==> config.mk <==
export PLATFORM = sky130hd
export DESIGN_NAME = cordic_vectoring
export DESIGN_NICKNAME = d
export VERILOG_FILES = /design/src/rtl/cordic_vectoring.sv
export SDC_FILE = /design/constraint.sdc
export NUM_CORES = 1
export LEC_CHECK = 0
export ABC_AREA = 1
export BUFFER_PORTS_ARGS = -buffer_cell sky130_fd_sc_hd__buf_2
export CORE_MARGIN = 1.5
export CORE_UTILIZATION = 35
export DETAILED_ROUTE_END_ITERATION = 8
export GPL_ROUTABILITY_DRIVEN = 1
export PLACE_DENSITY = 0.51
export SLEW_MARGIN = 20
export SYNTH_ARGS = -nofsm -noshare
export SYNTH_HDL_FRONTEND = slang
export SYNTH_SLANG_ARGS = --single-unit
==> constraint.sdc <==
create_clock -name clk -period 6 [get_ports clk]
set_clock_uncertainty 0.1 [all_clocks]
set_input_delay 1.8 -clock clk [delete_from_list [all_inputs] [get_ports clk]]
set_output_delay 1.8 -clock clk [all_outputs]
set_load 0.01 [all_outputs]
==> src/rtl/cordic_vectoring.sv <==
// Vectoring-mode CORDIC: iterative atan2 and gain-compensated magnitude of a
// signed 2.16 Cartesian vector, one micro-rotation per clock.
module cordic_vectoring #(
  parameter int W  = 18,
  parameter int N  = 16,
  parameter int GW = 3
) (
  input  logic                clk,
  input  logic                rst_n,
  input  logic                init,
  input  logic [W-1:0]        x_in,
  input  logic [W-1:0]        y_in,
  output logic [W:0]          angle_out,
  output logic [W-1:0]        mag_out,
  output logic                done
);

  localparam int unsigned IW = W + GW;
  localparam int unsigned ZW = W + 1;
  localparam int unsigned CW = (N > 1) ? $clog2(N) : 1;
  localparam int unsigned PW = IW + 17;
  localparam int          KINV    = 39797;
  localparam int          HALF_PI = 102944;
  localparam int          MAG_MAX = (2 ** (W - 1)) - 1;

  localparam logic [2:0] S_IDLE  = 3'd0;
  localparam logic [2:0] S_LOAD  = 3'd1;
  localparam logic [2:0] S_ITER  = 3'd2;
  localparam logic [2:0] S_SCALE = 3'd3;
  localparam logic [2:0] S_DONE  = 3'd4;

  logic [2:0]           state, state_nxt;
  logic [CW-1:0]        cnt;
  logic [W-1:0]         x_cap, y_cap;
  logic signed [IW-1:0] x_r, y_r;
  logic signed [ZW-1:0] z_r;
  logic                 zero_r;

  logic signed [IW-1:0] x_ext_c, y_ext_c;
  logic signed [IW-1:0] x_fold_c, y_fold_c;
  logic signed [ZW-1:0] z_fold_c;
  logic signed [IW-1:0] x_sh_c, y_sh_c;
  logic signed [ZW-1:0] atan_c;
  logic signed [PW-1:0] prod_c;
  logic signed [PW-1:0] mag_full_c;
  logic [W-1:0]         mag_c;
  logic                 last_iter_c;

  // Arctangent table, round(atan(2^-i) * 65536)
  function automatic logic signed [ZW-1:0] atan_lut(input logic [CW-1:0] i);
    case (int'(i))
      0:       atan_lut = ZW'(51472);
      1:       atan_lut = ZW'(30386);
      2:       atan_lut = ZW'(16055);
      3:       atan_lut = ZW'(8150);
      4:       atan_lut = ZW'(4091);
      5:       atan_lut = ZW'(2047);
      6:       atan_lut = ZW'(1024);
      7:       atan_lut = ZW'(512);
      8:       atan_lut = ZW'(256);
      9:       atan_lut = ZW'(128);
      10:      atan_lut = ZW'(64);
      11:      atan_lut = ZW'(32);
      12:      atan_lut = ZW'(16);
      13:      atan_lut = ZW'(8);
      14:      atan_lut = ZW'(4);
      15:      atan_lut = ZW'(2);
      default: atan_lut = ZW'(0);
    endcase
  endfunction

  // State register
  always_ff @(posedge clk or negedge rst_n) begin
    if (!rst_n) state <= S_IDLE;
    else        state <= state_nxt;
  end

  // Next-state logic; init anywhere restarts from LOAD
  always_comb begin
    state_nxt = state;
    case (state)
      S_IDLE:  state_nxt = S_IDLE;
      S_LOAD:  state_nxt = S_ITER;
      S_ITER:  state_nxt = last_iter_c ? S_SCALE : S_ITER;
      S_SCALE: state_nxt = S_DONE;
      S_DONE:  state_nxt = S_DONE;
      default: state_nxt = S_IDLE;
    endcase
    if (init) state_nxt = S_LOAD;
  end

  // Sign extension and quadrant fold into the right half-plane
  always_comb begin
    x_ext_c  = {{GW{x_cap[W-1]}}, x_cap};
    y_ext_c  = {{GW{y_cap[W-1]}}, y_cap};
    x_fold_c = x_ext_c;
    y_fold_c = y_ext_c;
    z_fold_c = '0;
    if (x_ext_c < 0) begin
      if (y_ext_c >= 0) begin
        x_fold_c = y_ext_c;
        y_fold_c = -x_ext_c;
        z_fold_c = ZW'(HALF_PI);
      end else begin
        x_fold_c = -y_ext_c;
        y_fold_c = x_ext_c;
        z_fold_c = -ZW'(HALF_PI);
      end
    end
  end

  // Micro-rotation operands and gain-compensated, saturated magnitude
  always_comb begin
    x_sh_c      = x_r >>> cnt;
    y_sh_c      = y_r >>> cnt;
    atan_c      = atan_lut(cnt);
    last_iter_c = (cnt == CW'(N - 1));
    prod_c      = PW'(x_r) * PW'(KINV);
    mag_full_c  = (prod_c + PW'(32768)) >>> 16;
    mag_c       = W'(mag_full_c);
    if (mag_full_c > PW'(MAG_MAX)) mag_c = W'(MAG_MAX);
    else if (mag_full_c < 0)       mag_c = '0;
  end

  // Input capture, iteration datapath and counter
  always_ff @(posedge clk or negedge rst_n) begin
    if (!rst_n) begin
      x_cap  <= '0;
      y_cap  <= '0;
      x_r    <= '0;
      y_r    <= '0;
      z_r    <= '0;
      zero_r <= 1'b0;
      cnt    <= '0;
    end else if (init) begin
      x_cap <= x_in;
      y_cap <= y_in;
      cnt   <= '0;
    end else if (state == S_LOAD) begin
      x_r    <= x_fold_c;
      y_r    <= y_fold_c;
      z_r    <= z_fold_c;
      zero_r <= (x_cap == '0) && (y_cap == '0);
      cnt    <= '0;
    end else if (state == S_ITER) begin
      if (y_r >= 0) begin
        x_r <= x_r + y_sh_c;
        y_r <= y_r - x_sh_c;
        z_r <= z_r + atan_c;
      end else begin
        x_r <= x_r - y_sh_c;
        y_r <= y_r + x_sh_c;
        z_r <= z_r - atan_c;
      end
      if (!last_iter_c) cnt <= cnt + CW'(1);
    end
  end

  // Registered results and done flag
  always_ff @(posedge clk or negedge rst_n) begin
    if (!rst_n) begin
      angle_out <= '0;
      mag_out   <= '0;
      done      <= 1'b0;
    end else begin
      done <= (state_nxt == S_DONE);
      if (state == S_SCALE && !init) begin
        angle_out <= zero_r ? '0 : z_r;
        mag_out   <= zero_r ? '0 : mag_c;
      end
    end
  end

endmodule

# Yosys cells after proc, flatten, opt, wreduce, memory -nomap -nowiden
# Memories as Yosys holds them, arrays and structs flattened.
# Index checks and enable logic that the tools add are counted.
[totals]
regBits = 143
romBits = 256
out_inout_bits = 38
n_memories = 1
[memory_table]
columns = ["name", "words", "word_bits", "rd", "rd_ports_with_merged_regs", "wr", "line_no", "rtl"]
rows = [
  ["(no name shown)", 16, 16, 1, 0, 0, "51", "case (int'(i))"],
]
[op_classes]
add_sub_neg = 10
mul = 1
order_cmp = 5
n_eq_ne = 7
shift = 2
mux = 26
bitwise = 1
reduce_logical = 11
[op_table]
columns = ["cell", "count"]
rows = [
  ["$mux W21", 10],
  ["$mux W19", 6],
  ["$mux W18", 3],
  ["$add A21 B21 Y21", 2],
  ["$neg A18 Y21", 2],
  ["$sshr A21 B4 Y21", 2],
  ["$sub A21 B21 Y21", 2],
  ["$add A38 B17 Y38 const B", 1],
  ["$mul A21 B17 Y38 const B", 1],
  ["$logic_not A18 Y1", 2],
  ["$gt A22 B18 Y1 const B", 1],
  ["$lt A22 B1 Y1 const B", 1],
  ["$ge A21 B1 Y1 const B", 1],
  ["$add A19 B19 Y19", 1],
  ["$sub A19 B19 Y19", 1],
  ["$ge A18 B1 Y1 const B", 1],
  ["$lt A18 B1 Y1 const B", 1],
  ["$mux W4", 4],
  ["$pmux W3 S3", 1],
  ["$eq A3 B2 Y1 const B", 2],
  ["$eq A3 B3 Y1 const B", 2],
  ["$reduce_and A2 Y1", 3],
  ["$add A4 B1 Y4 const B", 1],
  ["$eq A4 B4 Y1 const B", 1],
  ["other kinds (10)", 11],
]

# Longest topological paths before layout
[logic_depth]
ltp_word = 6
depth_mapped = 30

# Least setup slack after synthesis
# No wires, ideal clock.
[synth_path]
path_type = "register -> register"
start = "reg x_r[20]"
end = "reg mag_out[10]"
setup_time_ps = 125
arrival_ps = 5616
slack_ps = 160
stages_incl_launch_ff = 22
path_cell_list = "dfrtp_1 ha_1 fa_1 inv_1 fa_1 fa_1 fa_1 inv_1 fa_1 inv_1 ha_1 a21oi_1 o21ai_0 a21oi_1 nor2_1 nor2_1 nand3_2 xor2_2 and2_2 o21ai_2 buf_6 nand3_1"
[synth_via]
elab_chain_cells = 6
[synth_lines]
columns = ["element", "line_no", "rtl"]
rows = [
  ["start, declared", "35", "logic signed [IW-1:0] x_r, y_r;"],
  ["start signal, assigned", "140", "x_r <= x_fold_c;"],
  ["start signal, assigned", "147", "x_r <= x_r + y_sh_c;"],
  ["start signal, assigned", "151", "x_r <= x_r - y_sh_c;"],
  ["$mul A21 B17 Y38 *", "118", "prod_c = PW'(x_r) * PW'(KINV);"],
  ["$add A38 B17 Y38 *", "119", "mag_full_c = (prod_c + PW'(32768)) >>> 16;"],
  ["$lt A22 B1 Y1", "122", "else if (mag_full_c < 0) mag_c = '0;"],
  ["$mux W18", "122", ""],
  ["$mux W18 *", "121", "if (mag_full_c > PW'(MAG_MAX)) mag_c = W'(MAG_MAX);"],
  ["$mux W18 *", "169", "mag_out <= zero_r ? '0 : mag_c;"],
  ["end signal, assigned", "169", ""],
  ["end, declared", "14", "output logic [W-1:0] mag_out,"],
]
# Mark *: on every way between the ends. The rest lies on a longest branch, timed or not.
# A chain may end at the register's enable or synchronous reset.

# Worst setup path after layout
[layout_path]
start = "reg x_r[16]"
end = "reg mag_out[1]"
# The elaborated chain is that of the path after synthesis.

==> impl_metrics.toml <==
[detailed_routing]
num_vias = 19200
routed_via_density = 5.17
drt_iter0_markers = 1289
drt_wl_total_mm = 69.1
drc = 0
routedWlPerCell_um = 18.6
drt_pre_antenna_iters = 6
drtAntennaViolNets = 0

[timing]
finalHoldViolations = 0
grt_setup_unrepaired = "yes"
timing.fmax_ghz = 0.172
worst_pin_slew_ps = 945
finalMaxSlewViolations = 0
setup_violations = 0
timing.final.crit_share_pct = 96.7
timing.final.crit_period_ps = 5800
slew_headroom_pct = 36.2
postLayoutSetupSlackWorst_ps = 196

[global_routing]
grt_max_degree = 80
grt_antenna_before_repair = 1
grt_pass1_wl_mm = 108
grt_usage_pct = 23.3
grt-ovfl-total = 0
grt_pass1_vias = 19000

[clock_tree]
clock_latency_ps = 510
numCtsBuffers = 17
cts_tree = "done"
root_buffer = "clkbuf_16"
holdBufCountCts = 0
cts.htree.levels = 4
path_clk_slew_ps = 70
clock-sinks = 143
clockBufferDepth = 2

[floorplanning]
pin_count = 77
rows = 88
die_h_um = 245
initial_utilization_pct = 35.5
die-area_mm2 = 0.0601
die_width_um = 245
core_mm2 = 0.0578

[setup_path]
cp_cell_sequence = "buf_4 -> ha_1 -> inv_1 -> fa_1 -> inv_1 -> fa_1 -> fa_1 -> fa_1 -> inv_1 -> fa_1 -> inv_1 -> ha_2 -> nand2_2 -> nor4_4 -> nand2_1 -> nand2_2 -> nand3_1 -> nand2_1 -> xor2_1 -> nand3_1 -> o21ai_2 -> buf_4 -> nand3_1"
slowest_stage = "fa_1"
path_class = "register to register"
cp-end-kind = "register"
cp_data_arrival_time_ps = 6090
critPathMaxFanout = 7
cpMostUsedCell = "fa_1"
max_stage_delay_ps = 560
setup.worst_path.start_class = "register"
critical_path_buf_inv_count = 6
cp.required_ps = 6280
critPathTopFamily = "adder cells"

[synth]
yosysTopAreaCell = "dfrtp_1"
synth_edf_count = 0
synth_nets = 3278
synth.cell_area_mm2 = 0.0205
synthFlopType = "dfrtp_1"
post-synth-top-count-cell = "nand2_1"
syn_avg_cell_area_um2 = 7.20
synth-seq-cells = 143
synthTopCellsByCount = "nand2_1 (621), inv_1 (481), ha_1 (223), nand3_1 (217)"
synth.top_cell.area_share_pct = 17.4
ys_types = 60
syn_inst = 2852
ys_top_cells_by_area = "dfrtp_1 (17%), fa_1 (16%), ha_1 (14%), nand2_1 (11%), inv_1 (8.8%)"
async_flop_share_pct = 100
seq_area_frac_synth_pct = 17.4
yosysWarnings = 0

[placed_design]
port_buffers = 76
dp_cells = 3678
hpwlAfterDp_mm = 55.9
gp_congestion = 0.932
place_ws_ps = 79.9

[status]
outcome = "finished clean"

[hold_path]
min_path_type = "register to register"

[layout]
drive_above_1_share_pct = 10.1
area_growth_pct = 11.4
final_cells = 3717
final_nets = 3365

[run]
max-cap-violations = 0
-- what timing repair did --
| action | 4_1_cts | 5_1_grt |
|---|---|---|
| gates resized for setup | 0 | 50 |
| endpoints found under the setup margin | 0 | 17 |
| endpoints found under the hold margin | 0 | 0 |
| buffers inserted | 0 | 7 |
-- final timing paths --
path                            cells after the start  slack, ps                        end                startpoint
worst max-delay path                               23        200     mag_out[1]$_DFFE_PN0P_       x_r[16]$_DFFE_PN0P_
worst min-delay path                                2        380   angle_out[3]$_DFFE_PN0P_  angle_out[3]$_DFFE_PN0P_
worst max register to register                     23        200     mag_out[1]$_DFFE_PN0P_       x_r[16]$_DFFE_PN0P_
worst min register to register                      2        380   angle_out[3]$_DFFE_PN0P_  angle_out[3]$_DFFE_PN0P_
max in group asynchronous                           2       3500         x_r[7]$_DFFE_PN0P_                     rst_n
min in group asynchronous                           1       1210  angle_out[18]$_DFFE_PN0P_                     rst_n
-- cell families (layout without fill, tap and decap cells) --
family,after synthesis,count (layout),share of synthesized area [%]
xor+xnor,83,83,3.58
compound gates,523,523,14.7
fa+ha+maj,387,387,29.6
simple gates,1140,1140,23.6
flops,143,143,17.4
buf+inv,576,675,11.1
other cells,0,1,0
-- metrics by stage --
stage / area, µm² / utilization (%) / TNS (ps) / hold WS, ps
after global routing: 22900 / 39.6 / -112 / 390
after floorplan: 20500 / - / 0 / 376
after detailed placement: 22000 / 38.0 / 0 / 369
after global placement: 22000 / 38.0 / 0 / 367
final: 22900 / 39.6 / 0 / 377
after CTS: 22600 / 39.1 / 0 / 384
-- cells in the final DEF (no fill, tap or decap), types with 19 or more instances in the layout --
cell      instances
o21ai_0         176
xor2_1           47
a21oi_1         169
nor2_1          180
nand3_1         216
nand2_2          19
o211ai_1         25
xnor2_1          35
nand4_1          27
fa_1            164
nand2_1         615
nor3_1           27
dfrtp_1         131
a31oi_1          41
buf_2            75
inv_1           481
ha_1            209
buf_4            74
-- worst reg2reg max path, stage by stage, from the launching register on --
cell and delay, ps:
dfrtp_2 450, buf_4 180, ha_1 280, inv_1 50, fa_1 480, inv_1 60, fa_1 560, fa_1 450
fa_1 540, inv_1 50, fa_1 520, inv_1 40, ha_2 360, nand2_2 120, nor4_4 290, nand2_1 100
nand2_2 110, nand3_1 80, nand2_1 90, xor2_1 190, nand3_1 140, o21ai_2 200, buf_4 170, nand3_1 70
-- cell type report --
cell class | instances | area, µm²
Antenna cell | 1 | 2.50
Inverter | 493 | 1860
Fill cell | 6116 | 34900
Multi-Input combinational cell | 2133 | 14900
Timing Repair Buffer | 151 | 953
Sequential cell | 143 | 3590
Clock inverter | 14 | 204
Clock buffer | 17 | 425
Tap cell | 765 | 957
-- state kept, by name, indices dropped and copies added (netlist names) --
| signal | cells |
|---|---|
| x_cap | 18 |
| y_r | 21 |
| cnt | 4 |
| done | 1 |
| state | 3 |
| zero_r | 1 |
| angle_out | 19 |
| x_r | 21 |
| z_r | 19 |
| y_cap | 18 |
| mag_out | 18 |
-- routing by layer --
| layer | part of all wire, % | wire (µm) | track usage [%] | up-vias |
|---|---|---|---|---|
| li1 | - | - | - | 9453 |
| met1 | 47 | 32400 | 31.7 | 9209 |
| met2 | 46 | 31700 | 37.8 | 466 |
| met3 | 4.5 | 3140 | 3.26 | 76 |
| met4 | 2.8 | 1920 | 7.57 | 0 |
| met5 | 0 | 0 | 0 | - |
Power is not shown: default switching activity piles up to over one toggle a cycle in this logic, so the estimate is an artifact.
